### src/rtl/cntr8_ctrl_if.sv
// Control/status bundle for the cntr8 counter: load/count controls in,
// registered count, state code and terminal-count pulse out.
interface cntr8_ctrl_if #(
    parameter int WIDTH = 8
);
    logic             load;
    logic             en;
    logic             inc;
    logic [WIDTH-1:0] d_in;
    logic [WIDTH-1:0] d_out;
    logic [2:0]       o_state;
    logic             tc;

    modport master (
        output load, en, inc, d_in,
        input  d_out, o_state, tc
    );

    modport slave (
        input  load, en, inc, d_in,
        output d_out, o_state, tc
    );
endinterface

### src/rtl/cntr8_ctrl.sv
// Loadable up/down counter whose FSM selects load/hold/+1/-1 and whose
// arithmetic comes from a ripple of 4-bit carry-look-ahead slices.
module cla4 (
    input  logic [3:0] a,
    input  logic [3:0] b,
    input  logic       ci,
    output logic [3:0] s,
    output logic       co
);
    logic [3:0] g;
    logic [3:0] p;
    logic [4:0] c;

    assign g = a & b;
    assign p = a ^ b;

    assign c[0] = ci;
    assign c[1] = g[0] | (p[0] & ci);
    assign c[2] = g[1] | (p[1] & g[0]) | (p[1] & p[0] & ci);
    assign c[3] = g[2] | (p[2] & g[1]) | (p[2] & p[1] & g[0])
                | (p[2] & p[1] & p[0] & ci);
    assign c[4] = g[3] | (p[3] & g[2]) | (p[3] & p[2] & g[1])
                | (p[3] & p[2] & p[1] & g[0]) | (p[3] & p[2] & p[1] & p[0] & ci);

    assign s  = p ^ c[3:0];
    assign co = c[4];
endmodule

module cntr8_ctrl #(
    parameter int WIDTH = 8
) (
    input logic          clk,
    input logic          reset,
    cntr8_ctrl_if.slave  bus
);
    localparam int NSL = WIDTH / 4;

    typedef enum logic [2:0] {
        IDLE = 3'b000,
        LOAD = 3'b001,
        INC  = 3'b010,
        INC2 = 3'b011,
        DEC  = 3'b100,
        DEC2 = 3'b101
    } state_t;

    state_t           state, state_nxt;
    logic [WIDTH-1:0] cnt, cnt_nxt;
    logic             tc, tc_nxt;
    logic             up_nxt, dn_nxt;

    logic [NSL-1:0][3:0] a_vec, b_vec, s_vec;
    logic [NSL:0]        carry;

    // Operand selection is driven by the next state so the sum is ready for this edge.
    assign up_nxt   = (state_nxt == INC) || (state_nxt == INC2);
    assign dn_nxt   = (state_nxt == DEC) || (state_nxt == DEC2);
    assign a_vec    = cnt;
    assign b_vec    = dn_nxt ? {WIDTH{1'b1}} : {WIDTH{1'b0}};
    assign carry[0] = ~dn_nxt;

    for (genvar k = 0; k < NSL; k++) begin : g_slice
        cla4 u_cla4 (
            .a  (a_vec[k]),
            .b  (b_vec[k]),
            .ci (carry[k]),
            .s  (s_vec[k]),
            .co (carry[k+1])
        );
    end

    always_comb begin
        state_nxt = IDLE;
        case (state)
            IDLE, LOAD, INC, INC2, DEC, DEC2: begin
                if (bus.load)     state_nxt = LOAD;
                else if (!bus.en) state_nxt = IDLE;
                else if (bus.inc) state_nxt = (state == INC) ? INC2 : INC;
                else              state_nxt = (state == DEC) ? DEC2 : DEC;
            end
            default: state_nxt = IDLE;
        endcase
    end

    // Final carry flags wrap: set on all-ones +1, clear on 0 + all-ones.
    always_comb begin
        cnt_nxt = cnt;
        tc_nxt  = 1'b0;
        if (state_nxt == LOAD) begin
            cnt_nxt = bus.d_in;
        end else if (up_nxt) begin
            cnt_nxt = s_vec;
            tc_nxt  = carry[NSL];
        end else if (dn_nxt) begin
            cnt_nxt = s_vec;
            tc_nxt  = ~carry[NSL];
        end
    end

    always_ff @(posedge clk) begin
        if (reset) begin
            state <= IDLE;
            cnt   <= '0;
            tc    <= 1'b0;
        end else begin
            state <= state_nxt;
            cnt   <= cnt_nxt;
            tc    <= tc_nxt;
        end
    end

    assign bus.d_out   = cnt;
    assign bus.o_state = state;
    assign bus.tc      = tc;
endmodule

### src/flat_wrapper.sv
// flat-port wrapper written by rule: the top's interface ports become plain ports
module cntr8_ctrl_flat 
#(
    parameter int WIDTH = 8
)
  (clk, reset, bus_load, bus_en, bus_inc, bus_d_in, bus_d_out, bus_o_state, bus_tc);
  cntr8_ctrl_if #(.WIDTH(WIDTH)) bus_i ();
  input logic clk;
  input logic reset;
  input wire logic [$bits(bus_i.load)-1:0] bus_load;
  input wire logic [$bits(bus_i.en)-1:0] bus_en;
  input wire logic [$bits(bus_i.inc)-1:0] bus_inc;
  input wire logic [$bits(bus_i.d_in)-1:0] bus_d_in;
  output wire logic [$bits(bus_i.d_out)-1:0] bus_d_out;
  output wire logic [$bits(bus_i.o_state)-1:0] bus_o_state;
  output wire logic [$bits(bus_i.tc)-1:0] bus_tc;
  assign bus_i.load = bus_load;
  assign bus_i.en = bus_en;
  assign bus_i.inc = bus_inc;
  assign bus_i.d_in = bus_d_in;
  assign bus_d_out = bus_i.d_out;
  assign bus_o_state = bus_i.o_state;
  assign bus_tc = bus_i.tc;
  cntr8_ctrl #(.WIDTH(WIDTH)) u_core (.clk(clk), .reset(reset), .bus(bus_i));
endmodule
### config.mk
export PLATFORM = sky130hd
export DESIGN_NAME = cntr8_ctrl_flat
export DESIGN_NICKNAME = d
export VERILOG_FILES = /design/src/rtl/cntr8_ctrl_if.sv /design/src/rtl/cntr8_ctrl.sv /design/src/flat_wrapper.sv
export SDC_FILE = /design/constraint.sdc
export NUM_CORES = 1
export LEC_CHECK = 0
export ABC_AREA = 1
export BUFFER_PORTS_ARGS = -buffer_cell sky130_fd_sc_hd__buf_2
export CAP_MARGIN = 15
export CORE_AREA = 2 2 43 65
export CTS_CLUSTER_SIZE = 24
export DETAILED_ROUTE_END_ITERATION = 7
export DIE_AREA = 0 0 45 67
export GPL_TIMING_DRIVEN = 0
export PLACE_DENSITY = 0.73
export SYNTH_ARGS = -nofsm -noshare
export SYNTH_HDL_FRONTEND = slang
export SYNTH_SLANG_ARGS = --single-unit
### constraint.sdc
create_clock -name clk -period 3.12 [get_ports clk]
set_input_delay 0.156 -clock clk [delete_from_list [all_inputs] [get_ports clk]]
set_output_delay 0.156 -clock clk [all_outputs]
set_load 0.02 [all_outputs]
==> run_results.csv, run 1 <==
group,metric,value,unit
status,status,"finished, final reports clean",
floorplanning,start_util,40.5,%
finish,drive_gt1_share,21.6,%
power_and_ir_drop,irDropWorstVdd,290,uV
hold_path,hp-class,"input port to flop",
placed_design,placed_area,0.00113,sq mm
worst_setup_path,startpoint,"u_core.bus.o_state[1]",
worst_setup_path,crit_required,3.36,ns
placed_design,gp_congestion,0.874,
timing,skew,0.00175,ns
worst_setup_path,crit_type,"flop to flop",
worst_setup_path,r2r_cells,14,
power_and_ir_drop,power.switching,0.157,mW
power_and_ir_drop,power.share.combinational,30.8,%
worst_setup_path,rr_startpoint,"u_core.bus.o_state[1]",
floorplanning,core,0.00242,sq mm
clocking,path_clk_slew,0.08,ns
grt,grt_pass1_vias,969,
flow_run,maxCapViolations,0,
yosys,yosysUniqueCellTypes,26,
timing,max_freq,0.370,GHz
yosys,synth_fp_nets,171,
placed_design,port_buffers,24,
placed_design,dp_hpwl,1810,um
floorplanning,fp.dieArea,0.00302,sq mm
finish,layout_common_cells,"nand2_1, inv_1, buf_2, nand3_1, nor2_1",
grt,grt_pass1_wl,3950,um
detailed_routing,drc,0,
clocking,clock-sinks,12,
worst_setup_path,critPathCapture,"u_core.bus.d_out[5]",
yosys,synth-seq-area-share,24.5,%
clocking,cts_root_buffer,"clkbuf_4",
yosys,yosys_warnings,0,
clocking,tritoncts,"done",
grt,grt_usage,18.1,%
detailed_routing,wl,2300,um
floorplanning,rows,22,
clocking,hold_buffers,0,
worst_setup_path,cp_data_arrival_time,2.94,ns
placed_design,dp_slack,0.456,ns
detailed_routing,drt_iter0_markers,31,
clocking,post_cts_buffers,0,
power_and_ir_drop,clock_power_share,29.8,%
yosys,synthCells,148,
finish,postLayoutCellArea,0.00117,sq mm
power_and_ir_drop,swShare,35.2,%
finish,antenna_cells,0,
power_and_ir_drop,power,0.446,mW
detailed_routing,dr_total_vias,1030,
grt,grt-ovfl-total,0,
timing,layout_setup_ws,0.415,ns
clocking,cts_resized,0,
yosys,ys_ff_latch,12,
power_and_ir_drop,leakage,0.695,nW
timing,setup_viol,0,
clocking,cts_inserted_buffers,3,
timing,slew_viol_final,0,
timing,finalCriticalPeriod,2.70,ns
detailed_routing,post_drt_wl_per_cell,11.5,um
finish,fin_nets,200,
worst_setup_path,path_cells,"nand2_4 -> nand3_2 -> inv_1 -> ha_1 -> nand3_1 -> nor2_1 -> nand2_1 -> nand2_1 -> inv_1 -> fa_1 -> xor2_1 -> o211ai_1 -> nand2_1 -> inv_1",
finish,area_growth,19.0,%
worst_setup_path,crit_fanout,10,
detailed_routing,postRouteAntennaNets,0,
placed_design,dpl.cell_count,196,
grt,antenna_found_initial,0,
worst_setup_path,rrSetupSlack,0.42,ns
clocking,htreeDepth,1,
timing,grt_setup_unrepaired,"false",
power_and_ir_drop,internal_power,0.289,mW
power_and_ir_drop,powerDensity,382,mW/mm^2
detailed_routing,via_per_inst,5.15,
grt,grt_max_degree,11,
timing,worstMarginPinSlew,0.557,ns
detailed_routing,dr.pass1.iters,4,
worst_setup_path,cp_slowest_cell,"ha_1",
finish,stdcell_count,200,
hold_path,holdPathStages,2,
worst_setup_path,r2r-end,"u_core.bus.d_out[5]",
power_and_ir_drop,pwr-share-seq,39.4,%
clocking,clock_latency,0.29,ns
timing,relSlewSlack,62.5,%
worst_setup_path,start_kind,"flop",
timing,period_share,86.7,%
timing,fin_tns_setup,0,ns
worst_setup_path,critical_path.max_stage_delay,0.44,ns
floorplanning,die_w,45,um
yosys,avgSynthCellArea,6.64,sq um
finish,layout.cells.most_common,"nand2_1",
floorplanning,die_h,67,um
timing,finalHoldViolations,0,
worst_setup_path,end_kind,"flop",
clocking,cts_buffer_depth,2,
yosys,synth_area,982,sq um
floorplanning,ios,25,
final cells by class:
cell class | count | area [sq um]
repair buffers | 24 | 120
inverters | 31 | 116
clock buffers | 4 | 36.3
multi-input cells | 104 | 614
well taps | 24 | 30.0
fillers | 272 | 1250
plain buffers | 1 | 11.3
flip-flops and latches | 12 | 240
synthesized netlist by cell type (all sizes together):
library cell	count	share of area, %
nand2	35	14
inv	31	12
nand3	17	9.7
nor2	14	6.1
dfxtp	12	24
a21oi	9	4.6
ha	8	10
o21ai	7	4.3
fa	2	4.1
o211ai	2	1.5
xor2	2	1.8
a21o	1	0.76
a31oi	1	0.64
and3	1	0.64
buf	1	1.1
nand4	1	0.64
o21a	1	0.76
o21bai	1	0.76
o31ai	1	0.76
xnor2	1	0.89
cell families after synthesis:
kind of cell	share of synthesized area [%]
AND/OR/NAND/NOR	31.5
buffers and inverters	13.0
AO/OA/AOI/OAI	14.1
flip-flops	24.5
adder cells (fa/ha/maj)	14.3
XOR/XNOR	2.68
worst min-delay path by stage:
stage               slack [ns]   from                    end
finish                    0.10  reset  u_core.bus.o_state[0]
global route               0.1  reset  u_core.bus.o_state[0]
CTS                       0.09  reset  u_core.bus.o_state[0]
detailed placement        0.41  reset  u_core.bus.o_state[0]
global placement          0.40  reset    u_core.bus.d_out[3]
floorplan                 0.23  reset    u_core.bus.d_out[3]
state kept, by name (all words and copies together) (netlist names):
signal              cells
u_core.bus.d_out        8
u_core.bus.o_state      3
u_core.bus.tc           1
power by group through the flow:
stage | sequential (mW) | clock, mW | combinational (mW)
final | 0.176 | 0.133 | 0.137
after global routing | 0.178 | 0.147 | 0.156
after CTS | 0.176 | 0.138 | 0.138
after detailed placement | 0.180 | 0 | 0.137
after global placement | 0.180 | 0 | 0.132
after floorplan | 0.193 | 0 | 0.0821
critical path: cells and delay by family (launching register included):
family                   cells  cell delay (ns)
adder cells (fa/ha/maj)      2             0.82
AND/OR/NAND/NOR              7             0.79
buffers and inverters        3             0.33
AO/OA/AOI/OAI                1             0.16
XOR/XNOR                     1             0.16
flip-flops                   1             0.39
stage by stage:
| stage | hold WS [ns] | utilization, % |
|---|---|---|
| final | 0.102 | 48.2 |
| after global routing | 0.0996 | 48.2 |
| after CTS | 0.0904 | 48.2 |
| after detailed placement | 0.408 | 46.7 |
| after global placement | 0.401 | 46.7 |
| after floorplan | 0.225 | - |
per-layer routing:
layer | part of all wire, % | global-route usage (%) | vias to the layer above
li1 | - | - | 529
met1 | 39 | 19.7 | 454
met2 | 51 | 32.1 | 41
met3 | 7.3 | 2.44 | 6
met4 | 2.0 | 9.93 | 0
met5 | 0 | 0 | -
Power figures use the tool's default switching activity.
==> run 2: changes to the inputs <==
Settings changed: MAX_ROUTING_LAYER from default to met4.
==> run_results.csv, run 2 (synthesized netlist as in run 1, its figures left out) <==
group,metric,value,unit
status,status,"finished, final reports clean",
floorplanning,die_w,45,um
timing,finalHoldViolations,0,
hold_path,hold-path-endpoint,"u_core.bus.o_state[0]",
finish,fin_nets,200,
finish,layout_common_cells,"nand2_1, inv_1, buf_2, nand3_1, nor2_1",
finish,area_growth,19.0,%
finish,layout.cells.most_common,"nand2_1",
timing,worstMarginPinSlew,0.556,ns
placed_design,dp_slack,0.456,ns
finish,drive_gt1_share,21.6,%
clocking,clock_latency,0.30,ns
timing,period_share,86.5,%
worst_setup_path,cp_top_family,"adder cells",
floorplanning,die_h,67,um
worst_setup_path,cp_slowest_cell,"ha_1",
worst_setup_path,r2r_cells,14,
worst_setup_path,crit_buf_inv,3,
grt,grt_pass1_wl,3970,um
timing,max_freq,0.370,GHz
clocking,cts_buffer_depth,2,
worst_setup_path,end_kind,"flop",
grt,grtUsageMet3,2.44,%
placed_design,port_buffers,24,
timing,finalCriticalPeriod,2.70,ns
worst_setup_path,r2r-end,"u_core.bus.d_out[5]",
power_and_ir_drop,leakage,0.695,nW
timing,slew_viol_final,0,
power_and_ir_drop,irDropWorstVdd,295,uV
floorplanning,start_util,40.5,%
floorplanning,ios,25,
placed_design,gp_congestion,0.888,
detailed_routing,dr_total_vias,1018,
hold_path,hp-class,"input port to flop",
worst_setup_path,crit_type,"flop to flop",
worst_setup_path,rr_startpoint,"u_core.bus.o_state[1]",
power_and_ir_drop,power,0.450,mW
floorplanning,fp.dieArea,0.00302,sq mm
detailed_routing,postRouteAntennaNets,0,
worst_setup_path,start_kind,"flop",
worst_setup_path,critical_path.max_stage_delay,0.44,ns
worst_setup_path,crit_fanout,10,
hold_path,min_from,"reset",
worst_setup_path,path_cells,"nand2_4 -> nand3_2 -> inv_1 -> ha_1 -> nand3_1 -> nor2_1 -> nand2_1 -> nand2_1 -> inv_1 -> fa_1 -> xor2_1 -> o211ai_1 -> nand2_1 -> inv_1",
clocking,hold_buffers,0,
floorplanning,rows,22,
worst_setup_path,rrSetupSlack,0.42,ns
clocking,post_cts_buffers,0,
timing,grt_setup_unrepaired,"false",
finish,nFillCells,272,
timing,setup_viol,0,
timing,skew,0.00564,ns
grt,use_met2,32.1,%
finish,antenna_cells,0,
worst_setup_path,crit_required,3.37,ns
flow_run,maxCapViolations,0,
floorplanning,core,0.00242,sq mm
clocking,cts_resized,0,
grt,grt-ovfl-total,0,
detailed_routing,drc,0,
detailed_routing,via_per_inst,5.09,
grt,antenna_found_initial,0,
power_and_ir_drop,powerDensity,385,mW/mm^2
placed_design,dp_hpwl,1810,um
clocking,cts_inserted_buffers,3,
finish,stdcell_count,200,
clocking,htreeDepth,1,
detailed_routing,dr.pass1.iters,4,
grt,grt_pass1_vias,971,
detailed_routing,post_drt_wl_per_cell,11.6,um
clocking,clock-sinks,12,
finish,largest_reg_flops,8,
detailed_routing,drt_iter0_markers,26,
grt,grtUsageMet1,19.7,%
worst_setup_path,cp_data_arrival_time,2.95,ns
hold_path,holdPathStages,2,
grt,grt_usage,18.5,%
clocking,tritoncts,"done",
detailed_routing,wl,2320,um
clocking,cts_root_buffer,"clkbuf_4",
placed_design,dpl.cell_count,196,
clocking,path_clk_slew,0.09,ns
timing,layout_setup_ws,0.421,ns
grt,grt_max_degree,11,
timing,relSlewSlack,62.5,%
grt,busiest_layer,"met2",
timing,fin_tns_setup,0,ns
run 2: area by class of cell:
cell class	instances	area [sq um]	area share [%]
Tap cell	24	30.0	2.57
Clock buffer	4	36.3	3.10
Timing Repair Buffer	24	120	10.3
Sequential cell	12	240	20.6
Inverter	31	116	9.96
Buffer	1	11.3	0.964
Multi-Input combinational cell	104	614	52.6
run 2: metrics by stage:
| stage | util (%) | hold slack [ns] | instance area, sq um |
|---|---|---|---|
| 2_1_floorplan | - | 0.225 | 982 |
| 3_3_place_gp | 46.7 | 0.401 | 1130 |
| 3_5_place_dp | 46.7 | 0.408 | 1130 |
| 4_1_cts | 48.2 | 0.0904 | 1170 |
| 5_1_grt | 48.2 | 0.0996 | 1170 |
| 6_report | 48.2 | 0.0918 | 1170 |
run 2: worst max-delay path by stage:
stage / startpoint / end / slack [ns] / depth (start not counted)
after global placement: u_core.bus.o_state[1] / u_core.bus.d_out[5] / 0.55 / 14
final: u_core.bus.o_state[1] / u_core.bus.d_out[5] / 0.42 / 14
after floorplan: u_core.bus.o_state[1] / u_core.bus.d_out[4] / 0.65 / 15
after CTS: u_core.bus.o_state[1] / u_core.bus.d_out[5] / 0.43 / 14
after global routing: u_core.bus.o_state[1] / u_core.bus.d_out[5] / 0.12 / 14
after detailed placement: u_core.bus.o_state[1] / u_core.bus.d_out[5] / 0.46 / 14
run 2: layer usage:
| metal | wire length [um] | vias to the layer above |
|---|---|---|
| met5 | 0 | - |
| met4 | 70 | 0 |
| met3 | 148 | 7 |
| met2 | 1160 | 37 |
| met1 | 938 | 444 |
| li1 | - | 530 |
run 2: where the power goes:
part | internal (mW) | leakage [nW] | total (mW) | switching, mW
logic | 0.0526 | 0.575 | 0.137 | 0.0847
registers | 0.165 | 0.0991 | 0.176 | 0.0106
clock network | 0.0713 | 0.0210 | 0.137 | 0.0657
total | 0.289 | 0.695 | 0.450 | 0.161
==> run 3: changes to the inputs <==
--- a/config.mk
+++ b/config.mk
@@ -9,11 +9,13 @@
 export BUFFER_PORTS_ARGS = -buffer_cell sky130_fd_sc_hd__buf_2
 export CAP_MARGIN = 15
-export CORE_AREA = 2 2 43 65
+export CELL_PAD_IN_SITES_DETAIL_PLACEMENT = 1
+export CELL_PAD_IN_SITES_GLOBAL_PLACEMENT = 2
+export CORE_AREA = 2 2 53 79
 export CTS_CLUSTER_SIZE = 24
 export DETAILED_ROUTE_END_ITERATION = 7
-export DIE_AREA = 0 0 45 67
+export DIE_AREA = 0 0 55 81
 export GPL_TIMING_DRIVEN = 0
 export MAX_ROUTING_LAYER = met4
-export PLACE_DENSITY = 0.73
+export PLACE_DENSITY = 0.85
 export SYNTH_ARGS = -nofsm -noshare
 export SYNTH_HDL_FRONTEND = slang
==> constraint.sdc (replaced) <==
create_clock -name clk -period 3 [get_ports clk]
set_input_delay 0.6 -clock clk [delete_from_list [all_inputs] [get_ports clk]]
set_output_delay 0.6 -clock clk [all_outputs]
set_load 0.02 [all_outputs]
==> run_results.csv, run 3 (synthesized netlist as in run 1, its figures left out) <==
group,metric,value,unit
placed_design,placed_area,0.00116,sq mm
grt,grt_usage,13.8,%
clocking,clock-sinks,12,
finish,layout.cells.most_common,"nand2_1",
floorplanning,fp.dieArea,0.00446,sq mm
floorplanning,start_util,25.5,%
worst_setup_path,start_kind,"input port",
hold_path,hp-class,"flop to flop",
clocking,cts_buffer_depth,2,
detailed_routing,dr.pass1.iters,4,
worst_setup_path,crit_type,"input port to flop",
clocking,cts_inserted_buffers,3,
detailed_routing,drt-met1-wl,1130,um
timing,finalCriticalPeriod,2.72,ns
worst_setup_path,r2r_cells,15,
detailed_routing,highest_layer,"met3",
timing,period_share,90.5,%
worst_setup_path,end_kind,"flop",
timing,finalHoldViolations,0,
grt,grt-ovfl-total,0,
power_and_ir_drop,power,0.521,mW
power_and_ir_drop,irDropWorstVdd,189,uV
timing,skew,0.00199,ns
power_and_ir_drop,leakage,0.725,nW
clocking,htreeDepth,1,
detailed_routing,via_per_inst,4.57,
placed_design,gp_congestion,0.805,
floorplanning,rows,28,
finish,largest_reg_flops,8,
placed_design,dp_slack,-0.0588,ns
detailed_routing,drc,0,
flow_run,maxCapViolations,0,
finish,antenna_cells,0,
timing,grt_setup_unrepaired,"false",
placed_design,dp_hpwl,2120,um
finish,layout_common_cells,"nand2_1, inv_1, buf_2, nand3_1, nor2_1",
timing,max_freq,0.368,GHz
timing,slew_viol_final,0,
timing,setup_viol,0,
hold_path,holdPathStages,2,
timing,layout_setup_ws,0.284,ns
grt,grt_pass1_vias,1060,
detailed_routing,dr_total_vias,1041,
status,status,"finished, final reports clean",
timing,fin_tns_setup,0,ns
power_and_ir_drop,powerDensity,406,mW/mm^2
grt,grt_pass1_wl,4570,um
detailed_routing,met3_wirelength,74,um
finish,postLayoutCellArea,0.00128,sq mm
placed_design,port_buffers,24,
finish,stdcell_count,228,
floorplanning,die_h,81,um
worst_setup_path,crit_required,3.15,ns
finish,nFillCells,530,
floorplanning,ios,25,
finish,drive_gt1_share,26.2,%
floorplanning,core,0.00385,sq mm
grt,antenna_found_initial,0,
detailed_routing,post_drt_wl_per_cell,11.8,um
clocking,path_clk_slew,0.06,ns
detailed_routing,drt_iter0_markers,4,
clocking,cts_root_buffer,"clkbuf_8",
finish,fin_nets,207,
detailed_routing,met2_length,1480,um
finish,area_growth,30.6,%
timing,worstMarginPinSlew,0.637,ns
detailed_routing,wl,2680,um
timing,hold_slack,0.532,ns
worst_setup_path,crit_fanout,6,
finish,final_util,33.3,%
timing,relSlewSlack,57.1,%
worst_setup_path,cp_data_arrival_time,2.86,ns
grt,grt_max_degree,11,
clocking,tritoncts,"done",
placed_design,dpl.cell_count,217,
clocking,clock_latency,0.24,ns
floorplanning,die_w,55,um
detailed_routing,postRouteAntennaNets,0,
-- run 3: cell types whose count changed in the layout (fill, tap and decap cells not counted), sizes merged --
cell,previous run,this run
buf,25,31
clkbuf,4,5
clkinvlp,0,1
inv,31,30
-- run 3: path summary, 6_finish.rpt --
check / slack (ns) / endpoint / startpoint
max: 0.28 / u_core.bus.d_out[4] / bus_en
min reg2reg: 0.53 / u_core.bus.d_out[3] / u_core.bus.d_out[3]
max reg2reg: 0.34 / u_core.bus.d_out[4] / u_core.bus.o_state[1]
min: 0.53 / u_core.bus.d_out[3] / u_core.bus.d_out[3]
-- run 3: where the power goes --
group	switching (mW)	internal [mW]
combinational	0.0911	0.0609
sequential	0.0120	0.172
clock	0.0686	0.116
total	0.172	0.349
-- run 3: what timing repair did --
item	CTS	global route
resized for setup	0	3
hold buffers	0	0
buffers inserted	0	7
setup endpoints to repair	0	2
-- run 3: critical path, stage by stage --
cell and delay [ns]:
buf_2 0.12, inv_2 0.06, nor2_4 0.04, nand3_2 0.14
clkinvlp_4 0.21, ha_2 0.43, nand3_1 0.10, nor2_1 0.10
nand2_1 0.06, nand2_1 0.15, inv_1 0.07, fa_1 0.47
nand2_1 0.05, o21ai_0 0.07, nand2_1 0.07, nand2_1 0.08
inv_1 0.04
-- run 3: per-layer routing --
layer  GRT usage, %  vias to the layer above
li1               -                      543
met1           16.2                      482
met2           24.2                       16
met3           1.65                        0
met4           3.66                        0
met5              -                        -
-- run 3: final cells by class --
cell class                 instances  area, sq um  area share, %
sequential                        12          240           18.7
timing repair buffer              31          170           13.3
buffer                             1         11.3          0.878
inverter                          31          120           9.37
multi-input combinational        104          629           49.1
tap                               45         56.3           4.39
clock buffer                       4         55.1           4.29
